==> src/rtl/reg_port_responder.sv <==
// ============================================================================
// Module : reg_port_responder
// Brief  : Serialises valid/ready register-bank access requests, one at a time.
// Rev    : 1.0 - initial release
// ============================================================================
`default_nettype none

module reg_port_responder #(
    parameter int NREGS    = 32,
    parameter bit ZERO_REG = 1'b1,
    parameter int DW       = 64
) (
    input  logic          clk,
    input  logic          reset,
    input  logic          req_valid,
    output logic          req_ready,
    input  logic          req_write,
    input  logic [4:0]    req_sel,
    input  logic [DW-1:0] req_data,
    output logic          rsp_valid,
    input  logic          rsp_ready,
    output logic [DW-1:0] rsp_data,
    output logic          rsp_err,
    output logic          bank_we,
    output logic [4:0]    bank_sel,
    output logic [DW-1:0] bank_in,
    input  logic [DW-1:0] bank_out
);

    localparam logic [1:0] S_IDLE    = 2'd0;
    localparam logic [1:0] S_ACCESS  = 2'd1;
    localparam logic [1:0] S_CAPTURE = 2'd2;
    localparam logic [1:0] S_RESP    = 2'd3;

    logic [1:0]    state_q,     state_d;
    logic          req_ready_q, req_ready_d;
    logic          rsp_valid_q, rsp_valid_d;
    logic          rsp_err_q,   rsp_err_d;
    logic [DW-1:0] rsp_data_q,  rsp_data_d;
    logic          bank_we_q,   bank_we_d;
    logic [4:0]    bank_sel_q,  bank_sel_d;
    logic [DW-1:0] bank_in_q,   bank_in_d;
    logic          wr_q,        wr_d;

    logic sel_oob;
    logic zero_hit;

    // One extra bit keeps the comparison meaningful when NREGS == 32.
    assign sel_oob  = ({1'b0, req_sel} >= 6'(NREGS));
    assign zero_hit = ZERO_REG && (req_sel == 5'd0);

    always_comb begin
        state_d     = state_q;
        req_ready_d = req_ready_q;
        rsp_valid_d = rsp_valid_q;
        rsp_err_d   = rsp_err_q;
        rsp_data_d  = rsp_data_q;
        bank_we_d   = bank_we_q;
        bank_sel_d  = bank_sel_q;
        bank_in_d   = bank_in_q;
        wr_d        = wr_q;
        case (state_q)
            S_IDLE: begin
                req_ready_d = 1'b1;
                if (req_valid && req_ready_q) begin
                    req_ready_d = 1'b0;
                    wr_d        = req_write;
                    if (sel_oob || zero_hit) begin
                        state_d     = S_RESP;
                        rsp_valid_d = 1'b1;
                        rsp_err_d   = sel_oob;
                        rsp_data_d  = '0;
                    end else begin
                        state_d    = S_ACCESS;
                        bank_sel_d = req_sel;
                        if (req_write) begin
                            bank_we_d = 1'b1;
                            bank_in_d = req_data;
                        end
                    end
                end
            end
            S_ACCESS: begin
                bank_we_d = 1'b0;
                if (wr_q) begin
                    state_d     = S_RESP;
                    rsp_valid_d = 1'b1;
                    rsp_data_d  = '0;
                end else begin
                    state_d = S_CAPTURE;
                end
            end
            S_CAPTURE: begin
                // Bank read data is valid one cycle after the select was presented.
                rsp_data_d  = bank_out;
                rsp_valid_d = 1'b1;
                state_d     = S_RESP;
            end
            S_RESP: begin
                if (rsp_valid_q && rsp_ready) begin
                    rsp_valid_d = 1'b0;
                    rsp_err_d   = 1'b0;
                    req_ready_d = 1'b1;
                    state_d     = S_IDLE;
                end
            end
            default: state_d = S_IDLE;
        endcase
    end

    always_ff @(posedge clk or posedge reset) begin
        if (reset) begin
            state_q     <= S_IDLE;
            req_ready_q <= 1'b0;
            rsp_valid_q <= 1'b0;
            rsp_err_q   <= 1'b0;
            rsp_data_q  <= '0;
            bank_we_q   <= 1'b0;
            bank_sel_q  <= 5'd0;
            bank_in_q   <= '0;
            wr_q        <= 1'b0;
        end else begin
            state_q     <= state_d;
            req_ready_q <= req_ready_d;
            rsp_valid_q <= rsp_valid_d;
            rsp_err_q   <= rsp_err_d;
            rsp_data_q  <= rsp_data_d;
            bank_we_q   <= bank_we_d;
            bank_sel_q  <= bank_sel_d;
            bank_in_q   <= bank_in_d;
            wr_q        <= wr_d;
        end
    end

    assign req_ready = req_ready_q;
    assign rsp_valid = rsp_valid_q;
    assign rsp_err   = rsp_err_q;
    assign rsp_data  = rsp_data_q;
    assign bank_we   = bank_we_q;
    assign bank_sel  = bank_sel_q;
    assign bank_in   = bank_in_q;

endmodule

`default_nettype wire
==> config.mk <==
export PLATFORM = sky130hd
export DESIGN_NAME = reg_port_responder
export DESIGN_NICKNAME = d
export VERILOG_FILES = /design/src/rtl/reg_port_responder.sv
export SDC_FILE = /design/constraint.sdc
export NUM_CORES = 1
export LEC_CHECK = 0
export ABC_AREA = 0
export CORE_ASPECT_RATIO = 1.25
export CORE_MARGIN = 2
export CORE_UTILIZATION = 40
export DETAILED_ROUTE_END_ITERATION = 10
export GPL_TIMING_DRIVEN = 0
export PLACE_DENSITY = 0.79
export SLEW_MARGIN = 20
export SYNTH_ARGS = -nofsm -noshare
export SYNTH_HDL_FRONTEND = slang
export SYNTH_SLANG_ARGS = --single-unit
==> constraint.sdc <==
create_clock -name clk -period 6.9 [get_ports clk]
set_input_delay 0.69 -clock clk [delete_from_list [all_inputs] [get_ports clk]]
set_output_delay 0.69 -clock clk [all_outputs]
set_load 0.005 [all_outputs]
==> results of run 1 <==
## cell usage in the layout (no fill, tap or decap)
| cell type | count |
|---|---|
| sky130_fd_sc_hd__nand3_4 | 1 |
| sky130_fd_sc_hd__nand2_1 | 68 |
| sky130_fd_sc_hd__buf_16 | 1 |
| sky130_fd_sc_hd__nand3_1 | 1 |
| sky130_fd_sc_hd__and3_2 | 1 |
| sky130_fd_sc_hd__inv_1 | 3 |
| sky130_fd_sc_hd__clkinvlp_4 | 2 |
| sky130_fd_sc_hd__clkinv_4 | 3 |
| sky130_fd_sc_hd__a311o_1 | 1 |
| sky130_fd_sc_hd__conb_1 | 1 |
| sky130_fd_sc_hd__a2bb2oi_1 | 1 |
| sky130_fd_sc_hd__inv_6 | 3 |
| sky130_fd_sc_hd__ha_1 | 4 |
| sky130_fd_sc_hd__mux2_2 | 10 |
| sky130_fd_sc_hd__nor2b_1 | 3 |
| sky130_fd_sc_hd__clkdlybuf4s50_1 | 273 |
| sky130_fd_sc_hd__a21oi_1 | 4 |
| sky130_fd_sc_hd__bufinv_16 | 4 |
| sky130_fd_sc_hd__o21ai_1 | 64 |
| sky130_fd_sc_hd__buf_4 | 3 |
| sky130_fd_sc_hd__or2_1 | 1 |
| sky130_fd_sc_hd__a22oi_1 | 2 |
| sky130_fd_sc_hd__o21a_1 | 1 |
| sky130_fd_sc_hd__nor4bb_1 | 1 |
| sky130_fd_sc_hd__mux2_1 | 60 |
| sky130_fd_sc_hd__nor4_2 | 1 |
| sky130_fd_sc_hd__buf_6 | 12 |
| sky130_fd_sc_hd__nor2_1 | 4 |
| sky130_fd_sc_hd__buf_2 | 2 |
| sky130_fd_sc_hd__clkbuf_1 | 21 |
| sky130_fd_sc_hd__nand2b_1 | 1 |
| sky130_fd_sc_hd__dfrtp_1 | 139 |
| sky130_fd_sc_hd__o21ai_0 | 66 |
| sky130_fd_sc_hd__clkbuf_16 | 17 |
| sky130_fd_sc_hd__inv_8 | 1 |
| sky130_fd_sc_hd__a31oi_1 | 1 |
| sky130_fd_sc_hd__a21o_1 | 1 |
| sky130_fd_sc_hd__a211oi_1 | 2 |
## flip-flops by register name, indices dropped and copies added, names as in the netlist
| name | cells |
|---|---|
| bank_in | 64 |
| req_ready | 1 |
| bank_we | 1 |
| rsp_data | 64 |
| bank_sel | 5 |
| state_q | 2 |
| rsp_valid | 1 |
| wr_q | 1 |
## routing by layer
metal  vias to the layer above  global-route usage  part of all wire
li1                       2243                   -                 -
met1                      2315               0.248              0.39
met2                       216               0.393              0.52
met3                        22              0.0633             0.077
met4                         0              0.0757             0.018
met5                         -                   0                 0
## final cells by class
type,instances,area [µm²]
Inverter,4,22.5
Sequential cell,139,3480
Buffer,36,239
Multi-Input combinational cell,300,1940
Clock buffer,19,433
Fill cell,1079,4540
Clock inverter,12,188
Timing Repair Buffer,274,2760
Tap cell,175,219
## metrics by stage
step                 util  hold WS (ns)  setup WS, ns
finish              0.672         0.486          4.66
global route        0.672         0.497          4.50
CTS                 0.672         0.493          4.64
detailed placement  0.627         0.480          4.23
global placement    0.624         0.473         0.793
floorplan               -         0.489          2.49
## cells by family (layout without fill, tap and decap cells)
| group | count (synthesis) | count (layout) | synth area share |
|---|---|---|---|
| AOI/OAI and AO/OA | 143 | 143 | 0.131 |
| DFF | 139 | 139 | 0.614 |
| and+or+nand+nor | 82 | 82 | 0.0625 |
| muxes | 70 | 70 | 0.139 |
| buffers and inverters | 40 | 345 | 0.0448 |
| adders and majority gates | 4 | 4 | 0.00883 |
| other | 1 | 1 | 0.000661 |
## power groups by stage
| stage | Clock, W | Combinational, W | Sequential, W |
|---|---|---|---|
| final | 0.000956 | 0.00169 | 0.00127 |
| after global routing | 0.00101 | 0.00184 | 0.00131 |
| after CTS | 0.000975 | 0.00172 | 0.00127 |
| after detailed placement | 0 | 0.00171 | 0.00129 |
| after global placement | 0 | 0.00165 | 0.00126 |
| after floorplan | 0 | 0.000763 | 0.00129 |
## worst max-delay path by stage
stage,start,endpoint,slack [ns]
6_report,req_sel[0],bank_in[4]$_DFFE_PP0P_,4.66
5_1_grt,req_sel[0],bank_in[56]$_DFFE_PP0P_,4.50
4_1_cts,req_sel[0],bank_in[56]$_DFFE_PP0P_,4.64
3_5_place_dp,req_sel[0],bank_in[4]$_DFFE_PP0P_,4.23
3_3_place_gp,reset,rsp_data[11]$_DFFE_PP0P_,0.79
2_1_floorplan,reset,bank_in[0]$_DFFE_PP0P_,2.49
==> impl_metrics.py, run 1 <==
metrics = {
    "clock_tree": {
        "post_cts_buffers": 0,
        "cts_made_buffers": 17,
        "tritoncts": "yes",
        "cts_hold_buffers": 0,
        "tritoncts_sink_count": 139,
        "post_cts_gate_resize_count": 0,
        "clock_insertion_delay_worst_skew_ns": 0.41,
        "cts.clk_slew.worst_paths_ns": 0.06,
        "max-clock-path-buffers": 2,
        "cts_root_buffer": "sky130_fd_sc_hd__clkbuf_16",
        "number_of_levels_the_h_tree_was_split_into": 4,
    },
    "timing": {
        "layout_worst_path_cycle_share": 0.325,
        "slew_viol_final": 0,
        "min_period_ns": 2.24,
        "finalSetupViolations": 0,
        "slew_of_the_pin_with_the_lowest_slew_margin_ns": 0.532,
        "hold_viol_final": 0,
        "max_slew_margin": 0.645,
        "finalSetupTns_ns": 0,
        "unrepaired_setup_endpoints_after_global_routing": "false",
        "achievable-frequency_mhz": 446,
        "fin_skew_ns": 0.00856,
    },
    "min_path": {
        "hold_end": "bank_in[58]$_DFFE_PP0P_",
        "min-delay-path-class": "flop to flop",
        "worstHoldStart": "bank_in[58]$_DFFE_PP0P_",
        "timing.hold.worst_path_depth": 1,
    },
    "power": {
        "p_per_area_nw_per_um2": 422,
        "p_clk_frac": 0.244,
        "power.total_w": 0.00392,
        "p_leak_nw": 3.87,
        "netSwitchingFraction": 0.330,
        "power.sequential.fraction": 0.325,
        "comb_power_share": 0.431,
        "internal_power_w": 0.00263,
        "vdd.ir_drop.worst_v": 0.000211,
        "p_sw_w": 0.00129,
    },
    "place": {
        "post-dp-hpwl_mm": 12.6,
        "place_area_um2": 8660,
        "gpl_congestion": 0.835,
        "io_buffer_count": 273,
        "numPlacedInstances": 928,
    },
    "final_layout": {
        "layoutNonFillerInstCount": 959,
        "finish.net_count": 914,
        "syn2layout_area_growth_pct": 63.6,
        "drive_above_1_share": 0.0778,
        "antenna_cells": 0,
        "stdcell_area_um2": 9280,
    },
    "synth": {
        "synth-edff-count": 0,
        "ys_async_sr_fraction": 1.00,
        "postSynthNetCount": 621,
        "synth_area_per_cell_um2": 11.8,
        "synth-main-ff-cell": "sky130_fd_sc_hd__dfrtp_1",
        "synth-seq-area-share": 0.614,
        "synth_area_um2": 5670,
        "ys_seq_elements": 139,
        "postSynthCellCount": 479,
        "yosysUniqueCellTypes": 30,
        "synthDominantAreaCellType": "sky130_fd_sc_hd__dfrtp_1",
        "most_used_standard_cell_by_instance_count_after_synthesis": "sky130_fd_sc_hd__dfrtp_1",
        "synthDominantCellAreaShare": 0.614,
        "synth_area_leaders": "sky130_fd_sc_hd__dfrtp_1 61%, sky130_fd_sc_hd__mux2_1 12%, sky130_fd_sc_hd__o21ai_0 5.8%",
        "synth_warn": 0,
        "post_synth_most_frequent_cells": "139 x sky130_fd_sc_hd__dfrtp_1, 68 x sky130_fd_sc_hd__nand2_1, 66 x sky130_fd_sc_hd__o21ai_0",
    },
    "critical_path": {
        "timing_worst_setup_path_type": "input port to flop",
        "critPathMaxStageDelay_ns": 0.43,
        "worst_setup_path_end_kind": "flop",
        "crit_required_ns": 7.18,
        "crit_slowest_cell": "sky130_fd_sc_hd__clkdlybuf4s50_1",
        "crit-reg2reg-capture": "rsp_data[25]$_DFFE_PP0P_",
        "critPathArrivalTime_ns": 2.53,
        "critical_path_peak_fanout": 10,
        "startpoint_type": "input port",
        "cp.depth": 6,
        "regToRegSetupSlack_ns": 4.76,
        "regToRegStartpoint": "state_q[1]$_DFFE_PP0P_",
        "worst-r2r-cell-count": 8,
        "cell_class_contributing_the_biggest_share_of_worst_path_delay": "simple AND/OR/NAND/NOR gates",
        "worstPathCellList": "clkdlybuf4s50_1, nor4_2, nand2_1, nand3_4, buf_6, mux2_1",
        "crit_buf_inv": 2,
    },
    "detailed_routing": {
        "drt_iter0_drc": 186,
        "routed_wirelength_mm": 16.7,
        "routed-via-count": 4796,
        "post_route_ant_nets": 0,
        "dr_wl_cell_um": 17.4,
        "vias_per_cell": 5.00,
        "drcViolationCount": 0,
        "detail_route.first_pass.iterations": 4,
    },
    "floorplanning": {
        "die-height_um": 137,
        "fp.dieArea_um2": 15100,
        "die_x_um": 110,
        "placeableCoreArea_um2": 13800,
        "pin_count": 275,
        "fp-row-count": 48,
        "floorplan.initialDensity": 0.410,
    },
    "job": {
        "timing.max_cap.violations": 0,
    },
    "run_status": {
        "status": "complete, no violations",
    },
    "global_routing": {
        "pin_count_of_the_biggest_net_entering_global_routing": 88,
        "global_route.overflow_total": 0,
        "grt_pass1_wl_mm": 25.9,
        "antenna_found_initial": 0,
        "global_route.usage.total": 0.218,
        "grt_pass1_vias": 4880,
    },
}
Power figures use the tool's default switching activity.
==> run 2, diff against run 1 <==
==> constraint.sdc (replaced) <==
create_clock -name clk -period 2.09 [get_ports clk]
set_input_delay 0.209 -clock clk [delete_from_list [all_inputs] [get_ports clk]]
set_output_delay 0.209 -clock clk [all_outputs]
set_load 0.005 [all_outputs]
==> run 2 against run 1 <==
Net effect: worst hold slack worse by 0.31 ns; largest cell class unchanged; final cell count up 0.52%; largest power group unchanged; critical path type is now flop to flop; critical endpoint is now bank_in[20]$_DFFE_PP0P_; highest routed layer unchanged; critical path depth up 1.
==> impl_metrics.py, run 2 (synthesis results as in run 1) <==
metrics = {
    "critical_path": {
        "startpoint_type": "flop",
        "critPathArrivalTime_ns": 2.27,
        "critPathMaxStageDelay_ns": 0.42,
        "crit_slowest_cell": "sky130_fd_sc_hd__dfrtp_1",
        "critPathLaunch": "state_q[1]$_DFFE_PP0P_",
        "worst_setup_path_end_kind": "flop",
        "regToRegStartpoint": "state_q[1]$_DFFE_PP0P_",
        "cell_class_contributing_the_biggest_share_of_worst_path_delay": "buffers and inverters",
        "timing_worst_setup_path_type": "flop to flop",
        "crit_required_ns": 2.37,
        "critical_path_peak_fanout": 10,
        "worst-r2r-cell-count": 7,
        "crit_buf_inv": 3,
        "cp.depth": 7,
        "worstPathCellList": "inv_1, ha_1, buf_4, and3_4, nand3_4, buf_6, mux2_1",
    },
    "global_routing": {
        "pin_count_of_the_biggest_net_entering_global_routing": 32,
        "global_route.overflow_total": 0,
        "global_route.usage.total": 0.222,
        "antenna_found_initial": 0,
        "grt_pass1_vias": 5055,
        "grt_pass1_wl_mm": 26.6,
    },
    "clock_tree": {
        "cts_hold_buffers": 0,
        "max-clock-path-buffers": 2,
        "cts_made_buffers": 17,
        "clock_insertion_delay_worst_skew_ns": 0.41,
        "tritoncts": "yes",
        "number_of_levels_the_h_tree_was_split_into": 4,
        "cts_root_buffer": "sky130_fd_sc_hd__clkbuf_16",
        "tritoncts_sink_count": 139,
        "cts.clk_slew.worst_paths_ns": 0.06,
    },
    "final_layout": {
        "final_util": 0.677,
        "finish.net_count": 920,
        "drive_above_1_share": 0.100,
        "filler_cell_count": 1033,
        "commonest_non_fill_non_tap_cell_in_the_layout": "sky130_fd_sc_hd__clkdlybuf4s50_1",
        "final_cell_mix": "273 x sky130_fd_sc_hd__clkdlybuf4s50_1, 139 x sky130_fd_sc_hd__dfrtp_1, 68 x sky130_fd_sc_hd__nand2_1, 65 x sky130_fd_sc_hd__o21ai_0, 65 x sky130_fd_sc_hd__o21ai_1",
        "antenna_cells": 0,
        "syn2layout_area_growth_pct": 64.9,
    },
    "place": {
        "post-dp-hpwl_mm": 12.9,
        "io_buffer_count": 273,
        "place_worst_setup_slack_ns": -0.0967,
        "gpl_congestion": 0.815,
    },
    "timing": {
        "finalSetupViolations": 0,
        "layout_worst_path_cycle_share": 0.949,
        "worst_hold_slack_ns": 0.180,
        "slew_viol_final": 0,
        "achievable-frequency_mhz": 504,
        "min_period_ns": 1.98,
        "postLayoutSetupSlackWorst_ns": 0.106,
        "hold_viol_final": 0,
        "unrepaired_setup_endpoints_after_global_routing": "false",
        "finalSetupTns_ns": 0,
        "fin_skew_ns": 0.00841,
    },
    "detailed_routing": {
        "drcViolationCount": 0,
        "post_route_ant_nets": 0,
        "drt_iter0_drc": 172,
        "detail_route.first_pass.iterations": 6,
        "routed-via-count": 4866,
        "dr_wl_cell_um": 17.8,
        "vias_per_cell": 5.05,
        "routed_wirelength_mm": 17.2,
    },
    "power": {
        "p_per_area_nw_per_um2": 1380,
        "vdd.ir_drop.worst_v": 0.000804,
        "p_leak_nw": 3.91,
    },
    "floorplanning": {
        "pin_count": 275,
        "floorplan.initialDensity": 0.410,
        "fp-row-count": 48,
        "placeableCoreArea_um2": 13800,
        "die-height_um": 137,
        "die_x_um": 110,
        "fp.dieArea_um2": 15100,
    },
    "min_path": {
        "min-delay-path-class": "input port to async pin",
    },
    "job": {
        "timing.max_cap.violations": 0,
    },
    "run_status": {
        "status": "complete, no violations",
    },
}
[run 2: cell count changes in the layout (fill, tap and decap cells not counted), sizes merged]
cell,change
bufinv,-1
buf,+3
nand3,+1
inv,-4
clkinvlp,+3
clkinv,+1
clkbuf,+2
[run 2: where the power goes]
part           internal (W)  total, W  switching, W
Combinational       0.00308   0.00571       0.00263
Sequential          0.00368   0.00420      0.000522
Clock               0.00189   0.00303       0.00114
Total               0.00865    0.0129       0.00429
[run 2: layer usage]
layer	GRT usage	routed length, µm
met1	0.245	6500
met2	0.399	8920
met3	0.0815	1450
met4	0.0729	334
met5	0	0
[run 2: final cells by class]
class                      count  area (µm²)  area share
tap                          175         219      0.0234
buffer                        36         259      0.0277
clock inverter                11         148      0.0158
clock buffer                  19         443      0.0474
timing repair buffer         279        2830       0.302
sequential                   139        3480       0.372
multi-input combinational    301        1960       0.209
inverter                       4        18.8     0.00201
[run 2: repair_timing]
action                     4_1_cts  5_1_grt
resized for setup                6       16
setup endpoints to repair       37      119
cloned                           0        1
setup buffers                    0        2
[run 2: path summary, 6_finish.rpt]
check / end / slack (ns)
max: bank_in[20]$_DFFE_PP0P_ / 0.11
min: bank_in[57]$_DFFE_PP0P_ / 0.18
max reg2reg: bank_in[20]$_DFFE_PP0P_ / 0.11
min reg2reg: bank_in[14]$_DFFE_PP0P_ / 0.49
max in group asynchronous: state_q[1]$_DFFE_PP0P_ / 0.93
min in group clk: rsp_data[3]$_DFFE_PP0P_ / 0.34
[run 2: per-stage QoR]
| stage | total power [W] | cell area, µm² | instances |
|---|---|---|---|
| 3_5_place_dp | 0.00989 | 8700 | 931 |
| 4_1_cts | 0.0130 | 9300 | 961 |
| 5_1_grt | 0.0138 | 9350 | 964 |
| 6_report | 0.0129 | 9350 | 964 |
| 2_1_floorplan | 0.00678 | 5670 | 479 |
| 3_3_place_gp | 0.00965 | 8620 | 927 |
==> run 3, diff against run 2 <==
--- a/config.mk
+++ b/config.mk
@@ -7,11 +7,10 @@
 export LEC_CHECK = 0
 export ABC_AREA = 0
 export CORE_ASPECT_RATIO = 1.25
-export CORE_MARGIN = 2
-export CORE_UTILIZATION = 40
+export CORE_UTILIZATION = 41
 export DETAILED_ROUTE_END_ITERATION = 10
 export GPL_TIMING_DRIVEN = 0
-export PLACE_DENSITY = 0.79
+export PLACE_DENSITY = 0.81
 export SLEW_MARGIN = 20
 export SYNTH_ARGS = -nofsm -noshare
 export SYNTH_HDL_FRONTEND = slang
==> run 3 against run 2 <==
Net effect: cell area unchanged; largest cell class unchanged; core utilization up 2.4 points; clock-buffer cell count down 1; non-clock buffer count down 1; worst setup slack worse by 0.014 ns; critical path depth unchanged; combinational power down 2%; clock power up 4%; clock skew about the same; flip-flop and latch count unchanged.
==> impl_metrics.py, run 3 (synthesis results as in run 1) <==
metrics = {
    "run_status": {
        "status": "complete, no violations",
    },
    "place": {
        "place_area_um2": 8700,
        "post-dp-hpwl_mm": 12.4,
        "gpl_congestion": 0.801,
        "io_buffer_count": 273,
        "place_worst_setup_slack_ns": -0.113,
    },
    "global_routing": {
        "busiest_layer": "met2",
        "grt_pass1_vias": 5142,
        "pin_count_of_the_biggest_net_entering_global_routing": 38,
        "global_route.overflow_total": 0,
        "grt_pass1_wl_mm": 25.9,
        "global_route.usage.total": 0.236,
        "gr-usage-met2": 0.413,
        "global_route_met3_usage": 0.0749,
        "grt_use_met1": 0.260,
        "antenna_found_initial": 0,
    },
    "critical_path": {
        "worstPathCellList": "inv_1, ha_1, buf_4, and3_2, nand3_4, buf_6, mux2_1",
        "critPathArrivalTime_ns": 2.28,
        "cell_class_contributing_the_biggest_share_of_worst_path_delay": "buffers and inverters",
        "crit-reg2reg-capture": "bank_in[41]$_DFFE_PP0P_",
        "worst_setup_path_end_kind": "flop",
        "timing_worst_setup_path_type": "flop to flop",
        "regToRegSetupSlack_ns": 0.09,
        "startpoint_type": "flop",
        "crit_slowest_cell": "sky130_fd_sc_hd__dfrtp_1",
        "critPathLaunch": "state_q[0]$_DFFE_PP0P_",
        "crit_required_ns": 2.37,
        "critPathMaxStageDelay_ns": 0.40,
        "crit_buf_inv": 3,
        "critical_path_peak_fanout": 10,
        "regToRegStartpoint": "state_q[0]$_DFFE_PP0P_",
        "worst-r2r-cell-count": 7,
    },
    "floorplanning": {
        "fp-row-count": 47,
        "fp.dieArea_um2": 14300,
        "pin_count": 275,
        "placeableCoreArea_um2": 13300,
        "die-height_um": 133,
        "floorplan.initialDensity": 0.425,
        "die_x_um": 107,
    },
    "clock_tree": {
        "number_of_levels_the_h_tree_was_split_into": 4,
        "cts_hold_buffers": 0,
        "tritoncts": "yes",
        "cts_root_buffer": "sky130_fd_sc_hd__clkbuf_16",
        "cts.clk_slew.worst_paths_ns": 0.06,
        "clock_insertion_delay_worst_skew_ns": 0.41,
        "tritoncts_sink_count": 139,
        "cts_made_buffers": 17,
        "max-clock-path-buffers": 2,
    },
    "final_layout": {
        "stdcell_area_um2": 9350,
        "commonest_non_fill_non_tap_cell_in_the_layout": "sky130_fd_sc_hd__clkdlybuf4s50_1",
        "antenna_cells": 0,
        "final_cell_mix": "273 x sky130_fd_sc_hd__clkdlybuf4s50_1, 139 x sky130_fd_sc_hd__dfrtp_1, 68 x sky130_fd_sc_hd__nand2_1, 66 x sky130_fd_sc_hd__o21ai_0, 64 x sky130_fd_sc_hd__o21ai_1",
        "finish.net_count": 918,
        "syn2layout_area_growth_pct": 64.9,
        "drive_above_1_share": 0.0964,
    },
    "detailed_routing": {
        "post_route_ant_nets": 0,
        "drcViolationCount": 0,
        "routed-via-count": 4823,
        "dr_wl_cell_um": 17.0,
        "drt_iter0_drc": 141,
        "detail_route.first_pass.iterations": 4,
        "vias_per_cell": 5.03,
        "routed_wirelength_mm": 16.3,
    },
    "timing": {
        "slew_of_the_pin_with_the_lowest_slew_margin_ns": 0.496,
        "fin_skew_ns": 0.00876,
        "min_period_ns": 2.00,
        "slew_viol_final": 0,
        "hold_viol_final": 0,
        "achievable-frequency_mhz": 501,
        "max_slew_margin": 0.667,
        "postLayoutSetupSlackWorst_ns": 0.0923,
        "layout_worst_path_cycle_share": 0.956,
        "finalSetupViolations": 0,
    },
    "job": {
        "timing.max_cap.violations": 0,
    },
    "power": {
        "p_per_area_nw_per_um2": 1380,
        "p_leak_nw": 3.92,
        "vdd.ir_drop.worst_v": 0.000757,
    },
    "min_path": {
        "min-delay-path-class": "input port to async pin",
    },
}
-- run 3: layer usage --
| layer | up-vias | part of all wire |
|---|---|---|
| met5 | - | 0 |
| met4 | 0 | 0.028 |
| met3 | 30 | 0.085 |
| met2 | 213 | 0.51 |
| met1 | 2326 | 0.38 |
| li1 | 2254 | - |
-- run 3: cell type report --
cell class / count / area, µm²
clock buffer: 18 / 429
tap: 171 / 214
sequential: 139 / 3480
buffer: 36 / 253
clock inverter: 13 / 194
fill: 1021 / 4000
inverter: 4 / 18.8
multi-input combinational: 300 / 1940
timing repair buffer: 278 / 2820
-- run 3: how the worst max path moves through the flow --
| stage | endpoint | depth (start not counted) | slack [ns] |
|---|---|---|---|
| 5_1_grt | bank_in[7]$_DFFE_PP0P_ | 7 | -0.01 |
| 6_report | bank_in[41]$_DFFE_PP0P_ | 7 | 0.09 |
| 3_3_place_gp | rsp_data[48]$_DFFE_PP0P_ | 2 | -0.94 |
| 4_1_cts | rsp_data[57]$_DFFE_PP0P_ | 8 | 0.0005 |
| 2_1_floorplan | bank_in[0]$_DFFE_PP0P_ | 1 | 0.15 |
| 3_5_place_dp | bank_in[7]$_DFFE_PP0P_ | 6 | -0.11 |
-- run 3: power by group --
| group | switching (W) | internal [W] |
|---|---|---|
| sequential | 0.000500 | 0.00368 |
| combinational | 0.00256 | 0.00304 |
| clock | 0.00115 | 0.00200 |
| total | 0.00421 | 0.00873 |
-- run 3: per-stage QoR --
stage / std cells / hold WS (ns) / setup TNS [ns] / util / total power (W)
detailed placement: 927 / 0.480 / -5.94 / 0.652 / 0.00980
floorplan: 479 / 0.336 / 0 / - / 0.00678
CTS: 958 / 0.111 / 0 / 0.699 / 0.0130
global route: 959 / 0.122 / -0.0252 / 0.700 / 0.0138
finish: 959 / 0.115 / 0 / 0.700 / 0.0129
global placement: 923 / 0.472 / -132.94 / 0.646 / 0.00958
-- run 3: repair_timing --
item,in CTS,in global routing
gates cloned,0,0
endpoints found under the setup margin,11,117
buffers inserted,0,1
gates resized for setup,3,14
